===== src/rtl/inst_loader.sv =====
// inst_loader: streams bytes into big-endian instruction words and
// writes them to instruction memory while holding the CPU in stall.
module inst_loader #(
    parameter int ADDR_W    = 8,
    parameter int MAX_WORDS = 64
) (
    input  logic              clk,
    input  logic              rst,
    input  logic              start,
    input  logic [6:0]        len,
    input  logic              in_valid,
    input  logic [7:0]        in_data,
    output logic              in_ready,
    output logic              mem_we,
    output logic [ADDR_W-1:0] mem_addr,
    output logic [31:0]       mem_wdata,
    output logic              cpu_hold,
    output logic              done
);

    localparam int CNT_W = ADDR_W - 1;

    typedef enum logic [1:0] {
        IDLE,
        LOAD,
        WRITE,
        DONE
    } state_t;

    state_t          state;
    logic [1:0]      byte_cnt;
    logic [23:0]     shift_buf;
    logic [CNT_W-1:0] word_idx;
    logic [CNT_W-1:0] len_eff;
    logic [CNT_W-1:0] len_sat;
    logic [CNT_W-1:0] idx_nxt;
    logic            accept;

    // Saturate the requested length to memory capacity
    assign len_sat = (int'(len) > MAX_WORDS) ? CNT_W'(MAX_WORDS)
                                             : CNT_W'(len);
    assign idx_nxt = word_idx + CNT_W'(1);
    assign accept  = in_valid && (state == LOAD);

    assign in_ready = (state == LOAD);
    assign mem_we   = (state == WRITE);
    assign done     = (state == DONE);
    assign cpu_hold = (state != DONE);

    // Load sequencer: byte assembly, word write and completion
    always_ff @(posedge clk) begin
        if (rst) begin
            state     <= IDLE;
            byte_cnt  <= 2'd0;
            shift_buf <= 24'd0;
            word_idx  <= '0;
            len_eff   <= '0;
            mem_addr  <= '0;
            mem_wdata <= 32'd0;
        end else begin
            unique case (state)
                IDLE, DONE: begin
                    if (start) begin
                        len_eff  <= len_sat;
                        word_idx <= '0;
                        byte_cnt <= 2'd0;
                        state    <= (len_sat == '0) ? DONE : LOAD;
                    end
                end
                LOAD: begin
                    if (accept) begin
                        if (byte_cnt == 2'd3) begin
                            mem_wdata <= {shift_buf, in_data};
                            mem_addr  <= {word_idx[ADDR_W-3:0], 2'b00};
                            byte_cnt  <= 2'd0;
                            state     <= WRITE;
                        end else begin
                            shift_buf <= {shift_buf[15:0], in_data};
                            byte_cnt  <= byte_cnt + 2'd1;
                        end
                    end
                end
                WRITE: begin
                    word_idx <= idx_nxt;
                    state    <= (idx_nxt == len_eff) ? DONE : LOAD;
                end
                default: state <= IDLE;
            endcase
        end
    end

endmodule


===== config.mk =====
export PLATFORM = sky130hd
export DESIGN_NAME = inst_loader
export DESIGN_NICKNAME = d
export VERILOG_FILES = /design/src/rtl/inst_loader.sv
export SDC_FILE = /design/constraint.sdc
export NUM_CORES = 1
export LEC_CHECK = 0
export CAP_MARGIN = 10
export CORE_AREA = 2 2 107 109
export DETAILED_ROUTE_END_ITERATION = 6
export DIE_AREA = 0 0 109 111
export GPL_ROUTABILITY_DRIVEN = 0
export HOLD_SLACK_MARGIN = 0.06
export PLACE_DENSITY = 0.58
export SETUP_SLACK_MARGIN = 0.1
export SYNTH_ARGS = -nofsm -noshare
export SYNTH_HDL_FRONTEND = slang
export SYNTH_SLANG_ARGS = --single-unit
export TNS_END_PERCENT = 10

===== constraint.sdc =====
create_clock -name clk -period 2.2 [get_ports clk]
set_input_delay 0.33 -clock clk [delete_from_list [all_inputs] [get_ports clk]]
set_output_delay 0.33 -clock clk [all_outputs]
set_load 0.02 [all_outputs]

Word level (Yosys, flattened, before mapping):

Index checks and enable logic that the tools add are counted.

* flip-flop bits (word level): 80
* input bits: 19
* output and inout port bits: 44
* logic and storage cells: 45

* add/subtract/negate cells: 2
* order comparisons: 1
* eq/ne operators: 9
* mux-type cells: 13
* bitwise operators: 1
* reductions and logical operators: 12

Operators by type and width (number)
* 2-bit 2-to-1 mux: 8
* 7-bit 2-to-1 mux: 2
* 7-bit case mux with 2 select lines: 1
* 3-bit AND reduction: 4
* 7-bit by 1-bit adder with 7-bit output, second input constant: 1
* 7-bit == test: 1
* 7-bit > comparator, second input constant: 1
* 7-bit zero test: 1
* 2-bit == test, second input constant: 3
* 2-bit case mux with 3 select lines: 1
* 2-bit by 1-bit inequality test with 1-bit output, second input constant: 2
* 2-bit inequality test, second input constant: 2
* 2-bit case mux with 2 select lines: 1
* 2-bit AND reduction: 2
* 2-bit nonzero test: 2
* 2-bit by 1-bit adder with 2-bit output, second input constant: 1
* 2-bit by 1-bit == test with 1-bit output, second input constant: 1
* 2-bit zero test: 1
* 2-bit OR reduction: 1
* 1-bit logical AND: 1
* 1-bit inverter: 1

Depth between registers and ports, before layout:

Gate-level depths: netlist of run 1.

* depth in word-level cells: 6
* mapped depth: 9
* depth with buffers taken out: 6

Worst setup path after synthesis of run 1:

OpenSTA, ideal clock, no wires.

* path kind: reg2reg
* start point: reg state[1]
* end point: reg state[1]
* setup time: 0.121 ns
* arrival: 1.628 ns
* required time: 2.079 ns
* path slack: 0.451 ns
* cell stages (with the launch flop): 8
* path buffers: 1
* clock period less this slack: 1.749 ns
* path through: dfxtp_1 > inv_1 > ha_1 > buf_4 > nor2_2 > or4b_1 > nand3_1 > nor4b_2

* longest elaborated chain between the ends: 4
* elaborated cells on any way between the ends: 11
* those cells by class: eq/ne: 6; mux: 1; reduce/logical: 4

Ends and longest elaborated chain
* start, declared: RTL line 30 `state_t state;`
* start signal, assigned: RTL line 67 `state <= (len_sat == '0) ? DONE : LOAD;`
* start signal, assigned: RTL line 85 `state <= (idx_nxt == len_eff) ? DONE : LOAD;`
* 2-bit by 1-bit == test with 1-bit output (*)
* net in_ready: RTL line 13 `output logic in_ready,`
* 1-bit logical AND: RTL line 43 `assign accept = in_valid && (state == LOAD);`
* 2-bit by 1-bit inequality test with 1-bit output (no source line)
* 3-bit AND reduction (no source line)

Mark *: on every way through the listed nets, which the timed path passes. The rest lies on a longest branch.
A chain may end at the register's enable or synchronous reset.

Worst setup path in the final report of run 1:

* start point: reg state[0]
* end point: out in_ready

* longest elaborated chain between the ends: 1

Ends and longest elaborated chain
* 2-bit by 1-bit == test with 1-bit output: RTL line 45 `assign in_ready = (state == LOAD);`
* end, declared: RTL line 13

No other way between the ends.

==> reports/metrics.cfg, run 1 <==
[route]
drtIter0Drc = 170
drt_wl_total_mm = 7.88
ant_nets = 0
firstDrtPassIters = 4
routedWlPerCell_um = 12.8
avgViaCountPerCell = 4.74
vias = 2923
drcViolationCount = 0

[placed_design]
dp_hpwl_mm = 5.39
port_buffers = 60

[worst_hold_path]
whs_path_depth = 2
min_path_type = input pin to flip-flop
worstHoldStart = rst
hold_path_end = len_eff[1]

[sta]
holdWs_ns = 0.435
worst_pin_slew_ns = 0.808
fin_setup_tns_ns = 0
fin_crit_sh_pct = 93.3
max_freq_mhz = 487
final-hold-violation-count = 0
fin_skew_ns = 0.00598
maxSlewHeadroom_pct = 46.2
setup_viol = 0
slew_violations = 0
period_needed_ns = 2.05
rsz0062_at_grt = yes

[yosys]
synth_top_area_share_pct = 48.3
synth_area_leader_cell = dfxtp_1
synth_cells = 421
synth.distinct_cells = 43
syn_area_um2 = 3310
ys_seq_area_share_pct = 48.3
synth.avg_cell_area_um2 = 7.87
yosysWarningCount = 0
ys_ff_latch = 80
synth_edf_count = 0
ys_async_sr_fraction_pct = 0
synth_ff_type = dfxtp_1
synthTopCellsByArea = dfxtp_1 48%, nand2_1 15%, a21oi_1 12%

[run]
max_cap_violations = 0

[power_and_ir_drop]
powerDensity_nw_per_um2 = 893
p_leak_nw = 1.44
ir_drop_v = 0.000524

[worst_setup_path]
crit_path_top_delay_cell = clkdlybuf4s50_1
end_kind = output pin
r2r-end = shift_buf[1]
setup.worst_path.class = flip-flop to output pin
r2r_cells = 6
worstPathRequired_ns = 1.87
cp_slowest_stage_delay_ns = 0.64
ff2ff_setup_slack_ns = 0.33
path_cells = ha_2, clkdlybuf4s50_1
r2r_start = state[1]
worstPathMaxFanout = 11
crit_path_start_kind = flip-flop
critPathArrivalTime_ns = 1.72

[grt]
grt_pass1_wl_mm = 13.0
grt_pass1_vias = 2665
grt.overflow.total = 0
antenna_found_initial = 0
groute.usage.overall_pct = 13.5
grt_max_degree = 59

[clock_network]
cts_tree = yes
clock-sinks = 80
clkTransAtPathRegs_ns = 0.06
root_buffer = clkbuf_16
clock_latency_ns = 0.34
cts_buffer_depth = 2
htreeDepth = 3
cts_buffers = 9
ctsHoldBuffers = 0
cts_setup_buffers = 0

[floorplanning]
die_w_um = 109
num_rows = 39
initial_core_util_pct = 29.9
die_h_um = 111
io_pins = 63
design.die.area_um2 = 12100
core_um2 = 11100

[cells_and_area]
synthToLayoutAreaGrowth_pct = 30.8
n_antenna_cell = 0
num-nets-final = 494
layout_commonest_cell = nand2_1
final_cell_mix = 135 x nand2_1, 80 x dfxtp_1, 79 x a21oi_1
drive_above_1_share_pct = 7.38

[outcome]
outcome = complete, no violations

## Yosys cell counts, types with 2 or more instances
master	count
nand2_1	135
dfxtp_1	80
a21oi_1	79
buf_2	15
clkbuf_1	11
nor2_1	9
o21ai_1	8
inv_1	7
buf_4	6
ha_1	6
nand3_1	6
nor3b_1	6
nor2b_1	5
nor3_1	4
nor4_1	3
o21ai_0	3
xnor2_1	3
xor2_1	3
a211oi_1	2
a31oi_1	2
and2_1	2
nor2_2	2
o211ai_1	2
o21a_1	2
o31ai_1	2
## registers in the layout, summed over array words and instances, names as in the netlist
register and cells:
byte_cnt 2, shift_buf 24, word_idx 7, state 2, mem_wdata 32, len_eff 7, mem_addr 6
## critical path, delay by kind of cell (launching register included)
kind                     cells  cell delay [ns]
buffers and inverters        1             0.64
flip-flops                   1             0.42
adder cells (fa/ha/maj)      1             0.33
## per-layer routing
metal  vias up  share of wire [%]  GRT usage [%]
met5         -                  0              0
met2        57                 46           20.3
met1      1365                 48           17.9
met4         0                1.7           5.64
met3        12                4.6           3.70
li1       1489                  -              -
## kinds of logic after synthesis
family / Yosys count / synth area share, %
simple gates: 185 / 25.0
other cells: 1 / 0.113
xor+xnor: 6 / 1.59
fa+ha+maj: 6 / 2.26
compound gates: 104 / 17.1
flops: 80 / 48.3
buf+inv: 39 / 5.66
## power breakdown
| part | switching (W) | internal, W | leakage [nW] |
|---|---|---|---|
| clock | 0.000613 | 0.000947 | 0.148 |
| combinational | 0.000452 | 0.000280 | 0.641 |
| sequential | 0.0000644 | 0.00152 | 0.646 |
## cell type report
class                           count  area (um2)
Sequential cell                    80        1600
Inverter                            7        26.3
Clock inverter                      5        62.6
Tap cell                          143         179
Multi-Input combinational cell    303        1530
Fill cell                        1150        6740
Timing Repair Buffer               68         681
Clock buffer                       11         253
## what timing repair did
item / 4_1_cts / 5_1_grt
cloned: 0 / 0
gates resized for setup: 1 / 1
setup endpoints to repair: 2 / 2
## metrics by stage
stage	setup slack, ns	instances	util [%]	cell area (um2)	total power [W]
2_1_floorplan	0.451	422	-	3320	0.00213
3_3_place_gp	0.212	601	36.3	4020	0.00231
3_5_place_dp	0.164	601	36.3	4020	0.00233
4_1_cts	0.0649	617	39.1	4330	0.00390
5_1_grt	0.0792	617	39.2	4340	0.00407
6_report	0.148	617	39.2	4340	0.00387
## how the worst max path moves through the flow
| stage | start | end |
|---|---|---|
| finish | state[0] | in_ready |
| global route | state[1] | mem_we |
| CTS | state[0] | mem_we |
| detailed placement | in_valid | shift_buf[10] |
| global placement | in_valid | shift_buf[10] |
| floorplan | state[1] | state[1] |
(Power assumes the default switching activity.)
==> run 2: changes to the inputs <==
--- a/config.mk
+++ b/config.mk
@@ -13,6 +13,7 @@
 export HOLD_SLACK_MARGIN = 0.06
 export PLACE_DENSITY = 0.58
 export SETUP_SLACK_MARGIN = 0.1
+export SLEW_MARGIN = 20
 export SYNTH_ARGS = -nofsm -noshare
 export SYNTH_HDL_FRONTEND = slang
 export SYNTH_SLANG_ARGS = --single-unit
==> results of run 2 <==
Same layout as run 1: the final DEF is identical, and so are final timing and power.
